==> src/rtl/pacman_mover_if.sv <==
// Mover bus: step strobe, requested direction and tile legality in; position out.
// Latency: n/a (signal bundle only).
// Backpressure: none; the mover accepts a step on every move_tick.
//
// Modports:
//   master - upstream controller / maze side: drives move_tick, curr_direction,
//            legal_moves and observes the position outputs.
//   slave  - the mover itself.
interface pacman_mover_if;
    logic       move_tick;       // one-cycle step strobe
    logic [3:0] curr_direction;  // requested direction, one-hot {down,up,right,left}
    logic [3:0] legal_moves;     // legal exits of (tile_x, tile_y), same bit order
    logic [4:0] tile_x;          // current tile column
    logic [4:0] tile_y;          // current tile row
    logic [3:0] offset;          // pixels travelled from tile centre along heading
    logic [3:0] heading;         // one-hot active direction
    logic       moving;          // 1 while between tile centres
    logic [7:0] pixel_x;         // horizontal screen position
    logic [7:0] pixel_y;         // vertical screen position
    logic       tile_entered;    // one-cycle pulse after reaching a new centre

    modport master (
        output move_tick, curr_direction, legal_moves,
        input  tile_x, tile_y, offset, heading, moving,
               pixel_x, pixel_y, tile_entered
    );

    modport slave (
        input  move_tick, curr_direction, legal_moves,
        output tile_x, tile_y, offset, heading, moving,
               pixel_x, pixel_y, tile_entered
    );
endinterface

==> src/rtl/pacman_mover.sv <==
// Pac-Man mover: advances one pixel per move_tick along tile-centre rails, with turn/reversal rules.
// Latency: every output is registered and reflects a tick on the edge that samples it (1 cycle).
// Backpressure: none; a tick may arrive every cycle and each one is consumed.
//
// Ports:
//   clk    - system clock, all state on the rising edge
//   rst    - asynchronous active-high reset
//   mv_if  - pacman_mover_if.slave: move_tick, curr_direction, legal_moves in;
//            tile_x, tile_y, offset, heading, moving, pixel_x, pixel_y, tile_entered out
//
// Build option: define PACMAN_TUNNEL_WRAP_EN to let the mover leave column 0 to the
// left (arriving at MAP_W-1) and column MAP_W-1 to the right (arriving at 0). Without
// it, those exits are treated as walls and the mover never leaves 0..MAP_W-1.
module pacman_mover #(
    parameter int TILE_PX = 8,   // pixels per tile, power of two, 4..16
    parameter int MAP_W   = 28,  // maze width in tiles
    parameter int MAP_H   = 31,  // maze height in tiles
    parameter int START_X = 13,  // reset tile column
    parameter int START_Y = 23   // reset tile row
) (
    input  logic          clk,
    input  logic          rst,
    pacman_mover_if.slave mv_if
);

    // Direction encoding shared by curr_direction, legal_moves and heading.
    localparam logic [3:0] DIR_L = 4'b0001;
    localparam logic [3:0] DIR_R = 4'b0010;
    localparam logic [3:0] DIR_U = 4'b0100;
    localparam logic [3:0] DIR_D = 4'b1000;

    localparam logic [3:0] OFF_LAST = 4'(TILE_PX - 1);
    // TILE_PX = 16 truncates to 0 here; 0 - offset still yields 16 - offset mod 16.
    localparam logic [3:0] OFF_SPAN = 4'(TILE_PX);
    localparam logic [4:0] X_MAX    = 5'(MAP_W - 1);
    localparam logic [4:0] Y_MAX    = 5'(MAP_H - 1);
    localparam logic [4:0] RST_X    = 5'(START_X);
    localparam logic [4:0] RST_Y    = 5'(START_Y);
    localparam logic [7:0] RST_PX   = 8'(START_X * TILE_PX + TILE_PX / 2);
    localparam logic [7:0] RST_PY   = 8'(START_Y * TILE_PX + TILE_PX / 2);

    typedef enum logic {
        CENTER = 1'b0,
        MOVING = 1'b1
    } state_t;

    state_t     state_q, state_d;
    logic [4:0] tile_x_q, tile_x_d;
    logic [4:0] tile_y_q, tile_y_d;
    logic [3:0] offset_q, offset_d;
    logic [3:0] heading_q, heading_d;
    logic [7:0] pixel_x_q, pixel_x_d;
    logic [7:0] pixel_y_q, pixel_y_d;
    logic       tile_entered_q, tile_entered_d;

    logic [3:0] req;
    logic [3:0] legal;
    logic       req_valid;
    logic       req_ok;
    logic       hdg_ok;
    logic       is_reversal;
    logic       blocked_l;
    logic       blocked_r;
    logic [4:0] nbr_x;
    logic [4:0] nbr_y;

    function automatic logic [3:0] opposite(input logic [3:0] dir);
        // left<->right, up<->down
        return {dir[2], dir[3], dir[0], dir[1]};
    endfunction

    assign req   = mv_if.curr_direction;
    assign legal = mv_if.legal_moves;

    // Exactly one bit set; zero and multi-hot values are "no request".
    assign req_valid = (req != 4'd0) && ((req & (req - 4'd1)) == 4'd0);

    // Horizontal edge exits that must be refused at a tile centre.
    always_comb begin
        blocked_l = 1'b0;
        blocked_r = 1'b0;
`ifdef PACMAN_TUNNEL_WRAP_EN
        blocked_l = 1'b0;
        blocked_r = 1'b0;
`else
        blocked_l = (tile_x_q == 5'd0);
        blocked_r = (tile_x_q == X_MAX);
`endif
    end

    // A direction can be taken from the centre when the maze allows it and it does
    // not run off a non-wrapping horizontal edge.
    assign req_ok = req_valid
                 && ((req & legal) != 4'd0)
                 && !((req == DIR_L) && blocked_l)
                 && !((req == DIR_R) && blocked_r);

    assign hdg_ok = ((heading_q & legal) != 4'd0)
                 && !((heading_q == DIR_L) && blocked_l)
                 && !((heading_q == DIR_R) && blocked_r);

    assign is_reversal = (req == opposite(heading_q));

    // Neighbour tile along the current heading. Both arrival and reversal step the
    // tile in the heading held before the edge.
    always_comb begin
        nbr_x = tile_x_q;
        nbr_y = tile_y_q;
        case (heading_q)
            DIR_L: begin
`ifdef PACMAN_TUNNEL_WRAP_EN
                nbr_x = (tile_x_q == 5'd0) ? X_MAX : tile_x_q - 5'd1;
`else
                nbr_x = (tile_x_q == 5'd0) ? tile_x_q : tile_x_q - 5'd1;
`endif
            end
            DIR_R: begin
`ifdef PACMAN_TUNNEL_WRAP_EN
                nbr_x = (tile_x_q == X_MAX) ? 5'd0 : tile_x_q + 5'd1;
`else
                nbr_x = (tile_x_q == X_MAX) ? tile_x_q : tile_x_q + 5'd1;
`endif
            end
            // The maze never marks up/down legal on the outer rows; the clamps only
            // keep tile_y inside the map should that ever be violated.
            DIR_U:   nbr_y = (tile_y_q == 5'd0)  ? tile_y_q : tile_y_q - 5'd1;
            DIR_D:   nbr_y = (tile_y_q == Y_MAX) ? tile_y_q : tile_y_q + 5'd1;
            default: ;
        endcase
    end

    // Next-state / movement rules.
    always_comb begin
        state_d        = state_q;
        tile_x_d       = tile_x_q;
        tile_y_d       = tile_y_q;
        offset_d       = offset_q;
        heading_d      = heading_q;
        tile_entered_d = 1'b0;

        if (mv_if.move_tick) begin
            case (state_q)
                CENTER: begin
                    if (req_ok) begin
                        heading_d = req;
                        offset_d  = 4'd1;
                        state_d   = MOVING;
                    end else if (hdg_ok) begin
                        offset_d  = 4'd1;
                        state_d   = MOVING;
                    end
                    // else: stopped against a wall, heading kept for next time
                end
                MOVING: begin
                    if (is_reversal) begin
                        // Re-reference the position to the tile we were heading
                        // into, so the screen position does not jump.
                        heading_d = opposite(heading_q);
                        tile_x_d  = nbr_x;
                        tile_y_d  = nbr_y;
                        offset_d  = OFF_SPAN - offset_q;
                    end else if (offset_q == OFF_LAST) begin
                        tile_x_d       = nbr_x;
                        tile_y_d       = nbr_y;
                        offset_d       = 4'd0;
                        state_d        = CENTER;
                        tile_entered_d = 1'b1;
                    end else begin
                        offset_d = offset_q + 4'd1;
                    end
                end
                default: state_d = CENTER;
            endcase
        end
    end

    // Screen position from the next-state values so pixels are registered together
    // with the tile/offset they describe. 8-bit arithmetic gives the modulo-256 wrap.
    always_comb begin
        logic [7:0] cx;
        logic [7:0] cy;
        logic [7:0] off8;
        cx   = 8'(int'(tile_x_d) * TILE_PX + TILE_PX / 2);
        cy   = 8'(int'(tile_y_d) * TILE_PX + TILE_PX / 2);
        off8 = {4'd0, offset_d};
        pixel_x_d = cx;
        pixel_y_d = cy;
        case (heading_d)
            DIR_L:   pixel_x_d = cx - off8;
            DIR_R:   pixel_x_d = cx + off8;
            DIR_U:   pixel_y_d = cy - off8;
            DIR_D:   pixel_y_d = cy + off8;
            default: ;
        endcase
    end

    always_ff @(posedge clk or posedge rst) begin
        if (rst) begin
            state_q        <= CENTER;
            tile_x_q       <= RST_X;
            tile_y_q       <= RST_Y;
            offset_q       <= 4'd0;
            heading_q      <= DIR_L;
            pixel_x_q      <= RST_PX;
            pixel_y_q      <= RST_PY;
            tile_entered_q <= 1'b0;
        end else begin
            state_q        <= state_d;
            tile_x_q       <= tile_x_d;
            tile_y_q       <= tile_y_d;
            offset_q       <= offset_d;
            heading_q      <= heading_d;
            pixel_x_q      <= pixel_x_d;
            pixel_y_q      <= pixel_y_d;
            tile_entered_q <= tile_entered_d;
        end
    end

    assign mv_if.tile_x       = tile_x_q;
    assign mv_if.tile_y       = tile_y_q;
    assign mv_if.offset       = offset_q;
    assign mv_if.heading      = heading_q;
    assign mv_if.moving       = (state_q == MOVING);
    assign mv_if.pixel_x      = pixel_x_q;
    assign mv_if.pixel_y      = pixel_y_q;
    assign mv_if.tile_entered = tile_entered_q;

endmodule
==> src/flat_wrapper.sv <==
// flat-port wrapper written by rule: the top's interface ports become plain ports
module pacman_mover_flat 
#(
    parameter int TILE_PX = 8,                                          
    parameter int MAP_W   = 28,                        
    parameter int MAP_H   = 31,                         
    parameter int START_X = 13,                      
    parameter int START_Y = 23                    
)
  (clk, rst, mv_if_move_tick, mv_if_curr_direction, mv_if_legal_moves, mv_if_tile_x, mv_if_tile_y, mv_if_offset, mv_if_heading, mv_if_moving, mv_if_pixel_x, mv_if_pixel_y, mv_if_tile_entered);
  pacman_mover_if mv_if_i ();
  input  logic clk;
  input  logic rst;
  input wire logic [$bits(mv_if_i.move_tick)-1:0] mv_if_move_tick;
  input wire logic [$bits(mv_if_i.curr_direction)-1:0] mv_if_curr_direction;
  input wire logic [$bits(mv_if_i.legal_moves)-1:0] mv_if_legal_moves;
  output wire logic [$bits(mv_if_i.tile_x)-1:0] mv_if_tile_x;
  output wire logic [$bits(mv_if_i.tile_y)-1:0] mv_if_tile_y;
  output wire logic [$bits(mv_if_i.offset)-1:0] mv_if_offset;
  output wire logic [$bits(mv_if_i.heading)-1:0] mv_if_heading;
  output wire logic [$bits(mv_if_i.moving)-1:0] mv_if_moving;
  output wire logic [$bits(mv_if_i.pixel_x)-1:0] mv_if_pixel_x;
  output wire logic [$bits(mv_if_i.pixel_y)-1:0] mv_if_pixel_y;
  output wire logic [$bits(mv_if_i.tile_entered)-1:0] mv_if_tile_entered;
  assign mv_if_i.move_tick = mv_if_move_tick;
  assign mv_if_i.curr_direction = mv_if_curr_direction;
  assign mv_if_i.legal_moves = mv_if_legal_moves;
  assign mv_if_tile_x = mv_if_i.tile_x;
  assign mv_if_tile_y = mv_if_i.tile_y;
  assign mv_if_offset = mv_if_i.offset;
  assign mv_if_heading = mv_if_i.heading;
  assign mv_if_moving = mv_if_i.moving;
  assign mv_if_pixel_x = mv_if_i.pixel_x;
  assign mv_if_pixel_y = mv_if_i.pixel_y;
  assign mv_if_tile_entered = mv_if_i.tile_entered;
  pacman_mover #(.TILE_PX(TILE_PX), .MAP_W(MAP_W), .MAP_H(MAP_H), .START_X(START_X), .START_Y(START_Y)) u_core (.clk(clk), .rst(rst), .mv_if(mv_if_i));
endmodule
==> config.mk <==
export PLATFORM = sky130hd
export DESIGN_NAME = pacman_mover_flat
export DESIGN_NICKNAME = d
export VERILOG_FILES = /design/src/rtl/pacman_mover_if.sv /design/src/rtl/pacman_mover.sv /design/src/flat_wrapper.sv
export SDC_FILE = /design/constraint.sdc
export NUM_CORES = 1
export LEC_CHECK = 0
export CORE_ASPECT_RATIO = 1.4
export CORE_MARGIN = 2
export CORE_UTILIZATION = 49
export DETAILED_ROUTE_END_ITERATION = 16
export HOLD_SLACK_MARGIN = 0.06
export PLACE_DENSITY = 0.77
export SYNTH_ARGS = -nofsm -noshare
export SYNTH_HDL_FRONTEND = slang
export SYNTH_SLANG_ARGS = --single-unit
==> constraint.sdc <==
create_clock -name clk -period 3.25 [get_ports clk]
set_input_delay 0.975 -clock clk [delete_from_list [all_inputs] [get_ports clk]]
set_output_delay 0.975 -clock clk [all_outputs]
set_load 0.05 [all_outputs]
==> metrics.md <==
| Metric | Value |
|---|---|
| Vias in the first global route | `between 3000 and 4000` |
| Layout area overhead | `62.0%` |
| Total track usage | `about 30%` |
| Longest Clk Path Bufs | `2` |
| Post-route design area | `~4800 µm²` |
| Worst r2r src | `u_core.mv_if.tile_x[0]$_DFF_PP1_` |
| Number of synthesized register bits | `36` |
| Peak VDD IR | `just under 0.8 mV` |
| Antenna cells | `0` |
| CTS Root Cell | `clkbuf_8` |
| Post-synth cell types | `78` |
| Largest net degree at the start of global routing | `37` |
| Commonest cells after routing, fill and taps aside | `buf_4, clkdlybuf4s50_1, nand2_1` |
| Die H | `95.9 µm` |
| Final hold vios | `0` |
| Worst EP arrival | `3640 ps` |
| Setup_tns | `-1180 ps` |
| First-pass GRT wire length | `between 15 and 20 mm` |
| DR pass1 iterations | `8` |
| Gr ovfl total | `0` |
| Worst slew pin tran | `between 600 and 700 ps` |
| CTS Buf Count | `5` |
| Min-Delay Endpoint | `u_core.mv_if.tile_y[4]$_DFF_PP1_` |
| CTS HTree Levels | `2` |
| CTS tree | `yes` |
| Worst slew margin | `58.9%` |
| Psw | `1.89 mW` |
| Reg2reg end | `u_core.mv_if.pixel_y[6]$_DFF_PP0_` |
| Power density cells | `a little over 800 nW/µm²` |
| Max-slew violations | `0` |
| Status | `finished with violations` |
| Commonest non-fill, non-tap cell in the layout | `buf_4` |
| Dominant synthesized flop cell | `dfrtp_1` |
| Hold_sp | `u_core.mv_if.tile_y[4]$_DFF_PP1_` |
| Hold Path Stages | `2` |
| Pre-CTS setup slack | `-800 ps` |
| Fill count | `322` |
| Max cap viols | `0` |
| Finished Layout Cells | `around 540` |
| Fin crit period | `about 3500 ps` |
| Int Pwr | `about 2 mW` |
| Ys Warns | `0` |
| Mapped Area | `2960 µm²` |
| Initial drt markers | `383` |
| Avg WL per Cell | `roughly 21 µm` |
| Violated checks | `negative setup slack` |
| Setup crit end kind | `register` |
| CP max FO | `3` |
| Ys async rst share | `100%` |
| Crit path kind | `input pin to register` |
| FP Rows | `33` |
| Avg Inst Size Synth | `around 9.3 µm²` |
| Worst-path clk slew | `80 ps` |
| Via Count | `3401` |
| Number of flops mapped to enable cells by yosys | `0` |
| Final #Nets | `approximately 500` |
| Hold_ws | `~750 ps` |
| Post-Syn Instances | `317` |
| Worst hold-check path type | `register to register` |
| Switch share | `about half` |
| Total power | `around 3.9 mW` |
| Sequential Power Share | `between 10% and 20%` |
| Clk_lat worst skew | `about 290 ps` |
| Port bufs | `46` |
| Die area | `roughly 6700 µm²` |
| Synthesized Nets | `roughly 350` |
| Setup Viol. Count Final | `12` |
| Post-route ant nets | `0` |
| GPL Wtd Cong | `0.857` |
| R2R cell count | `14` |
| Vias per inst | `approximately 6.3` |
| Max Freq | `approximately 290 MHz` |
| DRC | `0` |
| Placed instance count | `512` |
| Dpl cell area | `approximately 4200 µm²` |
| RSZ-0062 raised after global routing | `yes` |
| IO Pins | `47` |
| Initial core utilization | `between 50% and 60%` |
| Req. time, crit path | `approximately 3400 ps` |
| Power share of the combinational group | `74.6%` |
| Final core utilization | `a little over 80%` |
| Critical path startpoint category | `input pin` |
| Share of layout cells above drive strength 1 | `about 47%` |
| Clk network pwr share | `~8%` |
| Final Cycle Share | `106%` |
| Max Clock Skew | `approximately 7 ps` |
| Final wirelength | `around 11 mm` |
| Setup ws final | `-204 ps` |
| Initial antenna violation count | `0` |
| Sequential area share after synthesis | `~31%` |
| Core outline area | `slightly below 6000 µm²` |
| Reg2reg setup slack | `-140 ps` |
| CTS Sinks | `36` |
| Static leakage | `1.99 nW` |
| Die width | `~70 µm` |
| DP Wirelength | `approximately 6.6 mm` |
## worst max path at each step
stage	from	cells after the start	end	slack [ps]
CTS	mv_if_curr_direction[0]	14	u_core.mv_if.pixel_x[7]$_DFF_PP0_	-120
finish	mv_if_curr_direction[0]	15	u_core.mv_if.pixel_y[6]$_DFF_PP0_	-200
floorplan	u_core.mv_if.tile_x[0]$_DFF_PP1_	14	u_core.mv_if.pixel_x[7]$_DFF_PP0_	-150
global placement	mv_if_curr_direction[2]	14	u_core.mv_if.pixel_x[7]$_DFF_PP0_	-740
detailed placement	mv_if_curr_direction[2]	14	u_core.mv_if.pixel_x[7]$_DFF_PP0_	-800
global route	mv_if_curr_direction[0]	16	u_core.mv_if.pixel_y[7]$_DFF_PP1_	-270
## synth_stat cells, types with 4 or more instances
library cell	number	area [µm²]
a31oi_1	6	37.5
nand4_1	5	31.3
nand2_1	21	78.8
nand2b_1	5	31.3
dfrtp_1	19	475
a21oi_1	21	105
nand3_1	6	30.0
a22oi_1	7	52.6
fa_1	4	80.1
or4b_1	6	60.1
buf_2	6	30.0
inv_1	23	86.3
nor3_1	8	40.0
nor2b_1	4	25.0
xnor2_1	12	105
o22ai_1	6	37.5
and3_1	5	31.3
inv_2	4	15.0
mux2i_1	5	50.1
nor2_1	19	71.3
o21ai_0	13	65.1
dfstp_2	17	447
ha_1	14	175
o21ai_1	5	25.0
## metal layers
| metal | GRT usage (%) | vias to the layer above | part of all wire [%] |
|---|---|---|---|
| met4 | 12.5 | 0 | 4.4 |
| li1 | - | 1498 | - |
| met5 | 0 | - | 0 |
| met1 | 35.7 | 1652 | 38 |
| met3 | 3.46 | 52 | 5.6 |
| met2 | 53.4 | 199 | 52 |
## repair_timing
action                                  CTS  global route
endpoints found under the setup margin   16            14
hold endpoints to repair                  0             0
pin swaps                                34            35
buffers inserted                          9            18
resized for setup                        59            37
hold buffers                              0             0
## sequential cells by signal, indices dropped and copies added, names as in the netlist
signal,count
u_core.mv_if.offset,4
u_core.mv_if.heading,4
u_core.mv_if.pixel_y,8
u_core.mv_if.moving,1
u_core.mv_if.pixel_x,8
u_core.mv_if.tile_x,5
u_core.mv_if.tile_entered,1
u_core.mv_if.tile_y,5
## cells by family (layout without fill, tap and decap cells)
group / count (synthesis) / after routing / share of synthesized area (%)
xor gates and xnor gates: 14 / 14 / 4.15
buffers and inverters: 38 / 194 / 5.21
and+or+nand+nor: 108 / 108 / 23.7
DFF: 36 / 36 / 31.2
adders and majority gates: 18 / 18 / 8.64
AOI/OAI and AO/OA: 97 / 97 / 24.9
muxes: 6 / 6 / 2.20
## power groups by stage
| stage | clock [mW] | sequential, mW | combinational [mW] |
|---|---|---|---|
| 6_report | 0.318 | 0.675 | 2.92 |
| 2_1_floorplan | 0 | 0.921 | 1.05 |
| 5_1_grt | 0.340 | 0.685 | 3.04 |
| 4_1_cts | 0.317 | 0.663 | 2.44 |
| 3_3_place_gp | 0 | 0.661 | 2.15 |
| 3_5_place_dp | 0 | 0.668 | 2.19 |
## critical path: stages
cell	delay (ps)
buf_8	100
buf_6	110
a22oi_2	270
a21oi_2	120
o32a_4	250
buf_6	130
o31ai_4	280
a21o_1	200
buf_6	120
inv_4	40
fa_2	360
a31oi_4	160
nand3b_1	130
xnor2_1	150
a211o_1	250
## area by class of cell
class	count	area, µm²	share of cell area (%)
clock inverter	1	5.00	0.105
sequential	36	928	19.4
timing repair buffer	159	1350	28.3
inverter	27	109	2.27
clock buffer	7	76.3	1.59
multi-input combinational	243	2230	46.5
tap	70	87.6	1.83
Note: power is estimated with default switching activity, not from simulation.
